### src/rtl/pipe_pkg.sv
// Shared constants for the control-word pipeline chain.
//   PIPE_WIDTH   : default control-word width
//   PIPE_DEPTH   : default number of register stages
//   PIPE_NOP_BIT : fill value of one bit of a NOP control word
//   PIPE_NOP     : all-zero NOP control word at the default width
package pipe_pkg;

  localparam int unsigned PIPE_WIDTH = 10;
  localparam int unsigned PIPE_DEPTH = 3;

  localparam logic                  PIPE_NOP_BIT = 1'b0;
  localparam logic [PIPE_WIDTH-1:0] PIPE_NOP     = {PIPE_WIDTH{PIPE_NOP_BIT}};

endpackage

### src/rtl/pipe_stage_reg.sv
// One elastic stage of the control-word chain: valid bit plus data register.
// Optional build macro: PIPE_BUBBLE_ZERO_EN (clear data whenever the stage goes invalid).
// Ports:
//   Clk, Reset    : clock (rising edge), asynchronous active-low reset
//   stall_i       : freeze the stage (flush still applies)
//   flush_i       : invalidate the stage at the next edge
//   rdy_i         : downstream stage (or consumer) can take this stage's word
//   src_valid_i   : upstream word valid
//   src_data_i    : upstream word
//   valid_o       : stage valid
//   data_o        : stage data
//   valid_next_o  : valid value to be registered at the next edge
module pipe_stage_reg
  import pipe_pkg::*;
#(
  parameter int unsigned WIDTH = PIPE_WIDTH
) (
  input  logic             Clk,
  input  logic             Reset,
  input  logic             stall_i,
  input  logic             flush_i,
  input  logic             rdy_i,
  input  logic             src_valid_i,
  input  logic [WIDTH-1:0] src_data_i,
  output logic             valid_o,
  output logic [WIDTH-1:0] data_o,
  output logic             valid_next_o
);

  logic             valid_q, valid_d;
  logic [WIDTH-1:0] data_q, data_d;
  logic             load;

  // The stage takes a new (possibly empty) word when it is empty or its word moves on.
  assign load = (~valid_q | rdy_i) & ~stall_i;

  always_comb begin
    valid_d = valid_q;
    data_d  = data_q;
    if (load) begin
      valid_d = src_valid_i;
    end
    if (flush_i) begin
      valid_d = 1'b0;
    end
    // Clock-enable style: data only changes when a real word arrives.
    if (load && src_valid_i && !flush_i) begin
      data_d = src_data_i;
    end
`ifdef PIPE_BUBBLE_ZERO_EN
    if (!valid_d) begin
      data_d = {WIDTH{PIPE_NOP_BIT}};
    end
`endif
  end

  always_ff @(posedge Clk or negedge Reset) begin
    if (!Reset) begin
      valid_q <= 1'b0;
      data_q  <= {WIDTH{PIPE_NOP_BIT}};
    end else begin
      valid_q <= valid_d;
      data_q  <= data_d;
    end
  end

  assign valid_o      = valid_q;
  assign data_o       = data_q;
  assign valid_next_o = valid_d;

endmodule

### src/rtl/pipe_ctrl_chain.sv
// Elastic register chain for control words (e.g. EX/MEM/WB control bundles).
// DEPTH stages of WIDTH bits with valid/ready backpressure, global stall and per-stage flush.
// Optional build macro: PIPE_BUBBLE_ZERO_EN (invalid stages read all-zero NOP data).
// Ports:
//   Clk, Reset           : clock (rising edge), asynchronous active-low reset
//   in_valid/in_ready    : producer handshake, in_data is the incoming word
//   out_valid/out_ready  : consumer handshake, out_data is stage DEPTH-1
//   stall                : freeze the whole chain
//   flush_mask           : bit i invalidates stage i at the next edge
//   stage_valid          : per-stage valid bits
//   stage_data           : per-stage data, stage i at [i*WIDTH +: WIDTH]
//   occupancy            : registered count of valid stages
module pipe_ctrl_chain
  import pipe_pkg::*;
#(
  parameter int unsigned WIDTH = PIPE_WIDTH,
  parameter int unsigned DEPTH = PIPE_DEPTH,
  parameter int unsigned CNT_W = $clog2(DEPTH + 1)
) (
  input  logic                   Clk,
  input  logic                   Reset,
  input  logic                   in_valid,
  output logic                   in_ready,
  input  logic [WIDTH-1:0]       in_data,
  output logic                   out_valid,
  input  logic                   out_ready,
  output logic [WIDTH-1:0]       out_data,
  input  logic                   stall,
  input  logic [DEPTH-1:0]       flush_mask,
  output logic [DEPTH-1:0]       stage_valid,
  output logic [DEPTH*WIDTH-1:0] stage_data,
  output logic [CNT_W-1:0]       occupancy
);

  logic [DEPTH:0]   rdy;
  logic [DEPTH-1:0] valid_next;
  logic [WIDTH-1:0] data_w [DEPTH];
  logic [CNT_W-1:0] occ_q, occ_d;

  // rdy[i] = ~valid[i] | rdy[i+1] unrolled: each bit is built straight from the valid
  // bits so no vector feeds back on itself.
  always_comb begin
    for (int i = 0; i <= DEPTH; i++) begin
      logic r;
      r = out_ready & ~stall;
      for (int j = i; j < DEPTH; j++) begin
        r = r | ~stage_valid[j];
      end
      rdy[i] = r;
    end
  end

  assign in_ready = rdy[0] & ~stall;

  for (genvar i = 0; i < DEPTH; i++) begin : g_stage
    logic             src_valid;
    logic [WIDTH-1:0] src_data;

    if (i == 0) begin : g_head
      assign src_valid = in_valid;
      assign src_data  = in_data;
    end else begin : g_body
      assign src_valid = stage_valid[i-1];
      assign src_data  = data_w[i-1];
    end

    pipe_stage_reg #(
      .WIDTH(WIDTH)
    ) u_stage (
      .Clk         (Clk),
      .Reset       (Reset),
      .stall_i     (stall),
      .flush_i     (flush_mask[i]),
      .rdy_i       (rdy[i+1]),
      .src_valid_i (src_valid),
      .src_data_i  (src_data),
      .valid_o     (stage_valid[i]),
      .data_o      (data_w[i]),
      .valid_next_o(valid_next[i])
    );

    assign stage_data[i*WIDTH +: WIDTH] = data_w[i];
  end

  assign out_valid = stage_valid[DEPTH-1];
  assign out_data  = data_w[DEPTH-1];

  // Popcount of the next valid bits so occupancy tracks stage_valid cycle for cycle.
  always_comb begin
    occ_d = '0;
    for (int i = 0; i < DEPTH; i++) begin
      occ_d = occ_d + CNT_W'(valid_next[i]);
    end
  end

  always_ff @(posedge Clk or negedge Reset) begin
    if (!Reset) begin
      occ_q <= '0;
    end else begin
      occ_q <= occ_d;
    end
  end

  assign occupancy = occ_q;

endmodule
### config.mk
export PLATFORM = sky130hd
export DESIGN_NAME = pipe_ctrl_chain
export DESIGN_NICKNAME = d
export VERILOG_FILES = /design/src/rtl/pipe_pkg.sv /design/src/rtl/pipe_stage_reg.sv /design/src/rtl/pipe_ctrl_chain.sv
export SDC_FILE = /design/constraint.sdc
export NUM_CORES = 1
export LEC_CHECK = 0
export CAP_MARGIN = 40
export CORE_MARGIN = 2
export CORE_UTILIZATION = 35
export DETAILED_ROUTE_END_ITERATION = 6
export GPL_TIMING_DRIVEN = 0
export PLACE_DENSITY_LB_ADDON = 0.3
export SYNTH_ARGS = -nofsm -noshare
export SYNTH_HDL_FRONTEND = slang
export SYNTH_HIERARCHICAL = 1
export SYNTH_SLANG_ARGS = --single-unit
### constraint.sdc
create_clock -name Clk -period 1.6 [get_ports Clk]
set_input_delay 0.24 -clock Clk [delete_from_list [all_inputs] [get_ports Clk]]
set_output_delay 0.24 -clock Clk [all_outputs]
set_load 0.05 [all_outputs]
After elaboration in Yosys (flattened, before gate mapping)
Index checks and enable logic that the tools add are counted.
{ "totals": {"out_inout_bits": 47, "input_bits": 18, "register_bits": 35} }
{ "classes": {"reduce_logical": 9, "addsub": 2, "mux": 6, "n_bitwise": 17} }
{ "ops": {"columns": ["op", "count"], "rows": [
  ["bitwise OR 1 bit", 8],
  ["logical AND 1 bit", 6],
  ["two-way mux 1 bit", 6],
  ["bitwise AND 1 bit", 5],
  ["NOT 1 bit", 4],
  ["zero test 1 bit", 3],
  ["adder 1 x 1 -> 2 bit", 1],
  ["adder 2 x 1 -> 2 bit", 1]
]} }

Depth between registers and ports, before layout
{ "logic_depth": {"depth_word": 10, "mapped_depth": 6, "mapped_depth_nobuf": 6} }

Modules after synthesis
Netlist, hierarchy kept.
{ "by_module_without_submodules": {"columns": ["module", "seq_area_each_um2", "instances", "area_per_inst_um2", "cells_per_inst"], "rows": [
  ["pipe_stage_reg", 275.3, 3, 473.0, 27],
  ["pipe_ctrl_chain", 50.0, 1, 198.9, 22]
]} }

Least setup slack after synthesis
No wires, ideal clock.
{ "synth_path": {"path_kind": "reg2out", "startpoint": "reg g_stage[2].u_stage.valid_q", "endpoint": "out in_ready", "n_path_buf": 0, "stages_incl_launch_ff": 2, "arrival_time_ps": 1524, "required_ps": 1360, "setup_slack_ps": -164, "path_cell_list": "dfrtp_1 a41oi_1"} }
{ "synth_via": {"elab_chain_len": 3} }
{ "synth_lines": {"columns": ["element", "line", "rtl"], "rows": [
  ["start, declared", "pipe_stage_reg.sv:30", "logic valid_q, valid_d;"],
  ["start signal, assigned", "pipe_stage_reg.sv:62", "valid_q <= valid_d;"],
  ["NOT 1 bit", "pipe_ctrl_chain.sv:47", "r = r | ~stage_valid[j];"],
  ["bitwise OR 1 bit", "pipe_ctrl_chain.sv:47", null],
  ["bitwise AND 1 bit", "pipe_ctrl_chain.sv:53", "assign in_ready = rdy[0] & ~stall;"],
  ["end, declared", "pipe_ctrl_chain.sv:23", "output logic in_ready,"]
]} }
No other way between the ends.

Worst setup path in the final report
{ "layout_path": {"startpoint": "reg g_stage[1].u_stage.valid_q", "endpoint": "reg g_stage[0].u_stage.data_q[1]"} }
{ "layout_via": {"elab_chain_len": 7} }
{ "layout_lines": {"columns": ["element", "line", "rtl"], "rows": [
  ["start, declared", "pipe_stage_reg.sv:30", null],
  ["start signal, assigned", "pipe_stage_reg.sv:62", null],
  ["NOT 1 bit", "pipe_ctrl_chain.sv:47", null],
  ["bitwise OR 1 bit (2 in series)", "pipe_ctrl_chain.sv:47", null],
  ["via rdy[1]", "pipe_ctrl_chain.sv:35", "logic [DEPTH:0] rdy;"],
  ["bitwise OR 1 bit", "pipe_stage_reg.sv:35", "assign load = (~valid_q | rdy_i) & ~stall_i;"],
  ["bitwise AND 1 bit", "pipe_stage_reg.sv:35", null],
  ["logical AND 1 bit (2 in series)", "pipe_stage_reg.sv:47", "if (load && src_valid_i && !flush_i) begin"],
  ["end signal, assigned", "pipe_stage_reg.sv:60", "data_q <= {WIDTH{PIPE_NOP_BIT}};"],
  ["end signal, assigned", "pipe_stage_reg.sv:63", "data_q <= data_d;"],
  ["end, declared", "pipe_stage_reg.sv:31", "logic [WIDTH-1:0] data_q, data_d;"]
]} }
The timed path passes the listed nets, and every way through them passes these cells.
A chain may end at the register's enable or synchronous reset.

==> impl_results.md <==
* Status: finished, final reports clean
* Half-perimeter wire length after detailed placement at 2.360 mm
* Vias at 1044
* First-pass GRT wire length at 5.326 mm
* Worst VDD drop at 0.0007086 V
* Port bufs at 64
* Yosys cell types at 15
* 1st-pass router iterations at 4
* Fin. Hold Viols at 0
* DR WL/cell at 14.62 um
* Synth top area share at 54.14%
* Synth area leaders: dfrtp_1 54%, mux2_4 28%, buf_4 6.0%
* Core area at 0.004414 mm2
* Final Critical Period at 1556 ps
* Nets at 194
* Pleak at 0.001346 uW
* Post-CTS Setup Repair Bufs at 0
* Layout cells sized above 1 at 41.14%
* R2R cell count at 5
* CTS Sinks at 35
* Most frequent cells in the layout: 43 x dlygate4sd2_1, 32 x dfrtp_1, 30 x mux2_4, 14 x clkdlybuf4s50_1, 13 x buf_4
* Max incr delay on CP at 460 ps
* Yosys reg bits at 35
* Worst EP required at 1770 ps
* Post-CTS Hold Fix Bufs at 0
* Critical Path Fanout Max at 6
* Full die area at 0.005182 mm2
* Diode count at 0
* Routed Antenna Nets at 0
* Post-synthesis sequential area ratio at 54.14%
* DIE HEIGHT at 71.99 um
* R2r setup slk at 40 ps
* Vias per cell at 4.599
* CTS buffer count at 5
* Largest net degree at the start of global routing at 36
* Top cell family by delay on the critical path: flip-flops
* Post-route cell area at 0.002407 mm2
* Final core occ at 54.54%
* CP bufs+invs at 2
* Final Max Slew Viols at 0
* Yosys top cell by area: dfrtp_1
* Power per Cell Area at 1467 mW/mm2
* Syn Inst Count at 103
* Placer Congestion at 0.7554
* Initial drt markers at 25
* Crit path to: g_stage[0].u_stage/data_o[1]
* Root Driver: clkbuf_8
* MaxCap Viol Count at 0
* I/O pin count at 65
* Post-Route Setup TNS at 0 ps
* Instance count on the critical path at 5
* Worst hold slack at 29.00 ps
* Worst skew pair latency at 290 ps
* Setup crit start: g_stage[1].u_stage/valid_o
* Commonest non-fill, non-tap cell in the layout: dlygate4sd2_1
* Initial antenna violation count at 0
* FF-to-FF End: g_stage[0].u_stage/data_o[1]
* CTS tree: yes
* GRT Overall Usage at 13.92%
* Slowest stage cell, crit path: dfrtp_2
* CP Capture Type: flop
* # rows at 24
* CP Cell Sequence: nand3_1 > inv_1 > a211o_4 > clkbuf_16 > mux2_4
* Launch point of the worst reg-to-reg path: g_stage[1].u_stage/valid_o
* Critical path class: flop to flop
* Worst Max-Slew Pin Slew at 779.0 ps
* Vias in the first global route at 1075
* Worst hold path type: input port to async pin
* Syn Nets at 122
* Fillers at 370
* Setup ws final at 44.07 ps
* Crit path launch type: flop
* Max Fclk at 642.7 MHz
* Final Skew at 3.217 ps
* Initial Utilization at 36.65%
* RSZ-0062 raised after global routing: no
* Synthesis-to-finish area growth at 48.80%
* Synth Cell Area at 0.001618 mm2
* Slew margin rel. at 48.07%
* Clock-pin slew on the worst setup and hold paths at 60 ps
* Area after DPL at 0.002327 mm2
* Worst slack at placement at -563.8 ps
* Total grt overflow at 0
* Crit share post-route at 97.25%
* H-Tree Depth at 2
* WP data arrival at 1730 ps
* Maximum clock insertion buffer count at 2
* Synth warn at 6
* Mean Syn Cell Area at 15.71 um2
* Final WL at 3.319 mm
* Final setup viols at 0
* DRC violations left at 0
* Die X at 71.99 um
## final cells by class
cell class / count / area [um2] / area share (%)
flip-flops and latches: 35 / 879.6 / 36.54
multi-input cells: 47 / 619.3 / 25.73
repair buffers: 65 / 596.8 / 24.79
plain buffers: 16 / 140.1 / 5.821
clock buffers: 6 / 82.58 / 3.430
well taps: 52 / 65.06 / 2.703
inverters: 5 / 18.77 / 0.7796
clock inverters: 1 / 5.005 / 0.2079
## cells by family (layout without fill, tap and decap cells)
family	after synthesis	in the layout	synth area share [%]
AO/OA/AOI/OAI	10	10	4.022
buffers and inverters	21	93	9.280
adder cells (fa/ha/maj)	1	1	1.237
flip-flops	35	35	54.14
multiplexers	30	30	27.84
AND/OR/NAND/NOR	6	6	3.480
## routing by layer
metal | vias to the layer above | global-route usage (%) | share of wire [%]
met1 | 510 | 15.95 | 38
li1 | 483 | - | -
met2 | 41 | 22.53 | 52
met4 | 0 | 9.434 | 3.3
met3 | 10 | 4.028 | 6.1
met5 | - | 0 | 0
## stage by stage
step                std cells  total power [uW]
floorplan                 103              2491
global placement          219              3084
detailed placement        219              3110
CTS                       226              3572
global route              227              3704
finish                    227              3532
## synth_stat cells
cell	count
buf_4	13
nand3_1	1
fa_1	1
a211o_1	3
dfrtp_1	35
mux2_4	30
a21oi_1	3
nand2b_1	1
inv_2	1
a41oi_1	1
buf_6	3
inv_1	4
o21ai_0	3
nand2b_4	3
nand2_1	1
## report_power, final
| group | total [uW] | switching [uW] | leakage (uW) | internal, uW |
|---|---|---|---|---|
| sequential | 1230 | 150 | 0.000440 | 1080 |
| clock | 630 | 293 | 0.0000470 | 337 |
| combinational | 1670 | 1080 | 0.000859 | 587 |
## sequential cells by signal (all words and copies together), names as in the netlist
signal	flops
g_stage.u_stage/data_o	30
g_stage.u_stage/valid_o	3
occupancy	2
## worst min-delay path by stage
| stage | end | slack [ps] |
|---|---|---|
| finish | g_stage[1].u_stage/data_o[4] | 30 |
| global route | g_stage[0].u_stage/data_o[3] | 90 |
| CTS | g_stage[2].u_stage/data_o[0] | 50 |
| detailed placement | g_stage[2].u_stage/data_o[4] | 370 |
| global placement | g_stage[2].u_stage/data_o[4] | 520 |
| floorplan | g_stage[0].u_stage/data_o[0] | -60 |
## repair_timing
action,4_1_cts,5_1_grt
pin swaps,1,1
resized for setup,58,13
gates cloned,0,1
setup endpoints to repair,79,23
Note: power is estimated with default switching activity, not from simulation.
==> patch 1, RTL diff (config.mk and constraints unchanged) <==
Add a define of `PIPE_BUBBLE_ZERO_EN`.
--- a/src/rtl/pipe_stage_reg.sv
+++ b/src/rtl/pipe_stage_reg.sv
@@ -12,2 +12,4 @@
 //   valid_next_o  : valid value to be registered at the next edge
+`define PIPE_BUBBLE_ZERO_EN
+
 module pipe_stage_reg
Function: changed (Yosys sat finds a counterexample within 4 cycles, from zero or initial values and one cycle with Reset low).
==> patch 1 against the unedited design <==
Wire length increased by 3.0%. Sequential share of layout area up 1.6 points. Sequential cell count unchanged. Setup slack got worse by 0.039 ns. Final area decreased by 4.2%. Synthesized area fell by 10%. Critical path depth is the same. Non-clock buffer count grew 7.
Power is not compared: it rests on default switching activity, and its combinational part moved more than twofold at a synthesized area within 25%.
==> patch 1: results (changes against the unedited design) <==
DP Area - 2190 um^2 (-5.8%)
P_leak - 0.00129 uW
Ys Warns - 6 (unchanged)
max_cap viols - 0 (unchanged)
clock tree buffer depth - 2 (unchanged)
GRT Util Overall - 15.4% (+1.4 points)
max reg flops - 30 (unchanged)
Num CTS Buffers - 5 (unchanged)
syn_nets - 125 (+2.5%)
Clock Tree Root - clkbuf_8
asr flop ratio synth - 100% (unchanged)
Diodes inserted - 0 (unchanged)
global-route wire length before repair - 5.29 mm (-0.77%)
r2r endpoint - occupancy[0]
Setup Skew - 0.00932 ns (+0.00611 ns)
met3 GRT Util - 2.92% (-1.1 points)
largest net degree at the start of global routing - 22 (-39%)
Post-Route WL - 3.42 mm (+3.0%)
top cells by area in the synthesized netlist - dfrtp_1 (60%), a22o_1 (18%), buf_4 (9.8%), nor4b_2 (3.1%), nor2b_1 (2.6%)
fraction of layout cells with a size suffix above 1 - 29.0% (-12 points)
pre-CTS setup slack - -0.763 ns (-0.199 ns)
status - finished, final reports clean
CTS H-Tree Depth - 2 (unchanged)
IO Port Bufs - 64 (unchanged)
CP max FO - 7 (+1)
R2R cell count - 5 (unchanged)
final hold slack - 0.367 ns (+0.338 ns)
number of global-route vias before repair - 1091 (+1.5%)
initial antenna violation count - 0 (unchanged)
maximum vdd drop - 0.746 mV
Worst-Skew Late Latency - 0.28 ns
Critical Path AT - 1.81 ns (+0.08 ns)
Commonest cells post-synth - dfrtp_1 (35), a22o_1 (30), buf_4 (19)
Slew headroom - 55.7% (+7.6 points)
Netlist cell types - 14 (-1)
HP Class - in -> async
DR vias/cell - 4.76 (+3.5%)
met2 usage - 28.6% (+6.1 points)
Placer Congestion - 0.742 (-1.8%)
violation count after the first detailed-route iteration - 16 (-36%)
worst reg-to-reg setup slack - 0.005 ns (-0.04 ns)
Seq/Total Area, Yosys - 60.1% (+6.0 points)
clk slew on worst S/H paths - 0.08 ns (+0.02 ns)
global routing met1 resource utilization - 17.7% (+1.7 points)
R2R Path Start - g_stage[2].u_stage/valid_o
Final #Nets - 201 (+3.6%)
Pre-antenna DRT Iters - 2 (-2)
[patch 1: layer usage]
layer / share of wire, % / vias to the layer above
li1: - / 526
met1: 39 / 550
met2: 57 / 33
met3: 4.2 / 0
met4: 0 / 0
met5: 0 / -
[patch 1: final cells by class]
cell class,count,area [um^2]
Inverter,2,7.51
Buffer,19,143
Multi-Input combinational cell,50,480
Fill cell,345,1690
Tap cell,50,62.6
Clock inverter,3,43.8
Sequential cell,35,878
Clock buffer,5,68.8
Timing Repair Buffer,69,622
[patch 1: metrics by stage]
stage,util (%),total power [uW],std cells
after floorplan,-,1020,106
after global placement,54.5,1120,220
after detailed placement,54.8,1130,221
after CTS,57.0,1890,232
after global routing,57.6,1940,233
final,57.6,1880,233
[patch 1: cells by family (layout without fill, tap and decap cells)]
group	count (synthesis)	after routing	share of synthesized area (%)
DFF	35	35	60.1
AOI/OAI and AO/OA	31	31	18.6
buffers and inverters	21	98	10.3
and+or+nand+nor	18	18	9.54
adders and majority gates	1	1	1.37
[patch 1: worst max-delay path, cell delays in order, from the launching register on]
cell and delay [ns]:
dfrtp_2 0.43, nand3_2 0.11, nor2b_2 0.13, nor4b_2 0.06
or2_4 0.27, fa_1 0.53
[patch 1: power breakdown]
part | switching (uW) | internal (uW) | total (uW)
clock network | 310 | 464 | 774
logic | 113 | 82.1 | 195
registers | 11.3 | 898 | 909
[patch 1: timing repair]
item                                    in CTS  in global routing
hold endpoints to repair                     0                  0
endpoints found under the setup margin      80                 17
buffers inserted                             3                  1
pin swaps                                    2                  7
resized for setup                           56                 15
[patch 1: worst max path at each step]
| stage | from | end | slack, ns | depth (start not counted) |
|---|---|---|---|---|
| finish | g_stage[2].u_stage/valid_o | occupancy[0] | 0.005 | 5 |
| global route | g_stage[2].u_stage/valid_o | occupancy[0] | -0.05 | 5 |
| CTS | g_stage[1].u_stage/valid_o | occupancy[0] | -0.05 | 4 |
| detailed placement | stall | occupancy[0] | -0.76 | 7 |
| global placement | stall | occupancy[0] | -0.73 | 7 |
| floorplan | g_stage[2].u_stage/valid_o | occupancy[0] | -0.06 | 5 |
==> patch 2, RTL diff (same flow settings) <==
Without the edit above. Make the reset (`Reset`) synchronous in 2 clocked blocks. Comments in the files are not updated.
--- a/src/rtl/pipe_stage_reg.sv
+++ b/src/rtl/pipe_stage_reg.sv
@@ -56,3 +56,3 @@
 
-  always_ff @(posedge Clk or negedge Reset) begin
+  always_ff @(posedge Clk) begin
     if (!Reset) begin
--- a/src/rtl/pipe_ctrl_chain.sv
+++ b/src/rtl/pipe_ctrl_chain.sv
@@ -95,3 +95,3 @@
 
-  always_ff @(posedge Clk or negedge Reset) begin
+  always_ff @(posedge Clk) begin
     if (!Reset) begin
Formal check against the unedited RTL: differs if Reset is asserted again (counterexample within 4 cycles, from zero or initial values and one cycle with Reset low); with Reset held inactive, the same outputs for 10 cycles.
==> patch 2 against the unedited design <==
Synthesized area is 1.2% lower. Final cell count is 33% higher. Sequential cell count did not move. Setup slack better by 0.030 ns. Final area barely moved. Register-to-register slack better by 0.06 ns. Wire length rose by 3.6%. Critical path type is now reg -> out. Highest routed layer unchanged.
Power is not compared: it rests on default switching activity, and its combinational part moved more than twofold at a synthesized area within 25%.
==> patch 2: results (changes against the unedited design) <==
status - finished, final reports clean
largest net degree at the start of global routing - 12 (-67%)
Synth Flop Type - dfxtp_1
worst reg-to-reg setup slack - 0.10 ns (+0.06 ns)
global-route wire length before repair - 5.73 mm (+7.6%)
Pre-antenna DRT Iters - 4 (unchanged)
DRT met1 WL - 1.57 mm (+23%)
CTS H-Tree Depth - 2 (unchanged)
DP Area - 2310 um^2 (-0.86%)
fraction of layout cells with a size suffix above 1 - 17.3% (-24 points)
wire length on met2 - 1.64 mm (-5.3%)
P_leak - 0.00112 uW
post-CTS setup buffers - 0 (unchanged)
Setup Skew - 0.00657 ns (+0.00335 ns)
Commonest cells post-synth - nand2_1 (61), dfxtp_1 (35), mux2i_1 (30)
violation count after the first detailed-route iteration - 62 (+150%)
GRT Util Overall - 14.3% (+0.33 points)
Clock Tree Root - clkbuf_8
CP max FO - 7 (+1)
max reg flops - 30 (unchanged)
maximum vdd drop - 0.451 mV
clock tree buffer depth - 2 (unchanged)
top cells by area in the synthesized netlist - dfxtp_1 (44%), mux2i_1 (19%), nand2_1 (14%), buf_4 (6.1%), nand2b_4 (2.6%)
DR vias - 1342 (+29%)
met3 wire len - 175 um (-14%)
Netlist cell types - 18 (+3)
number of synthesized flops with an enable pin - 0 (unchanged)
Critical Path AT - 1.29 ns (-0.44 ns)
Layout fillers - 423 (+14%)
initial antenna violation count - 0 (unchanged)
drt wl/cell - 11.4 um (-22%)
Synth top area share - 43.9% (-10 points)
Diodes inserted - 0 (unchanged)
clk slew on worst S/H paths - 0.07 ns
syn_nets - 196 (+61%)
HP Class - reg -> reg
IO Port Bufs - 64 (unchanged)
Worst-Skew Late Latency - 0.28 ns
asr flop ratio synth - 0% (-100 points)
Seq/Total Area, Yosys - 43.9% (-10 points)
Ys Warns - 6 (unchanged)
Num CTS Buffers - 5 (unchanged)
highest metal used - met4
Final #Nets - 267 (+38%)
detailed placement HPWL - 2.58 mm (+9.3%)
Placer Congestion - 0.703 (-6.9%)
number of global-route vias before repair - 1228 (+14%)
Worst Tran Pin Value - 0.530 ns (-0.249 ns)
## patch 2: cell types whose count changed after synthesis, moves of 6 or more
| cell | unedited run | this run |
|---|---|---|
| mux2i_1 | 0 | 30 |
| dfxtp_1 | 0 | 35 |
| nand2_1 | 1 | 61 |
| dfrtp_1 | 35 | 0 |
| mux2_4 | 30 | 0 |
| clkbuf_1 | 0 | 6 |
## patch 2: through the flow
stage | setup slack (ns) | instances | hold WS (ns) | power, uW | setup TNS, ns
after global routing | 0.00450 | 301 | 0.492 | 2020 | 0
after floorplan | 0.0260 | 177 | 0.307 | 1010 | 0
after global placement | -0.640 | 293 | 0.460 | 1100 | -8.67
after CTS | -0.0749 | 301 | 0.472 | 1970 | -0.0749
after detailed placement | -0.641 | 293 | 0.463 | 1100 | -9.26
final | 0.0745 | 301 | 0.472 | 1940 | 0
## patch 2: kinds of logic after synthesis
family	Yosys count	share of synthesized area (%)
simple gates	68	18.4
flops	35	43.9
buf+inv	30	11.5
mux	30	18.8
compound gates	13	6.19
fa+ha+maj	1	1.25
## patch 2: layout make-up
class | count | area (um^2) | share of cell area [%]
Tap cell | 52 | 65.1 | 2.70
Sequential cell | 35 | 706 | 29.3
Buffer | 22 | 154 | 6.39
Timing Repair Buffer | 64 | 583 | 24.2
Clock buffer | 7 | 97.6 | 4.05
Clock inverter | 1 | 30.0 | 1.25
Inverter | 8 | 30.0 | 1.25
Multi-Input combinational cell | 112 | 743 | 30.9
## patch 2: critical path: stages, from the launching register on
cell and delay [ns]:
dfxtp_4 0.39, buf_4 0.11, dlygate4sd2_1 0.51
## patch 2: path summary, 6_finish.rpt
check | from | cells after the start | end
setup reg to reg | g_stage[1].u_stage/valid_o | 6 | occupancy[0]
hold / removal | g_stage[1].u_stage/data_o[3] | 2 | g_stage[1].u_stage/data_o[3]
setup / recovery | g_stage[2].u_stage/valid_o | 2 | stage_valid[2]
hold reg to reg | g_stage[1].u_stage/data_o[3] | 2 | g_stage[1].u_stage/data_o[3]
## patch 2: routing by layer
layer | vias up | global-route usage (%)
li1 | 701 | -
met2 | 42 | 22.4
met3 | 4 | 3.52
met5 | - | 0
met4 | 0 | 6.92
met1 | 595 | 18.3
## patch 2: repair_timing
action / in CTS / in global routing
setup endpoints to repair: 50 / 2
gates resized for setup: 64 / 5
pin swaps: 1 / 1
hold endpoints to repair: 0 / 0
## patch 2: where the power goes
group	switching, uW	internal (uW)	total (uW)
clock	303	560	863
sequential	9.84	881	890
combinational	109	76.8	186
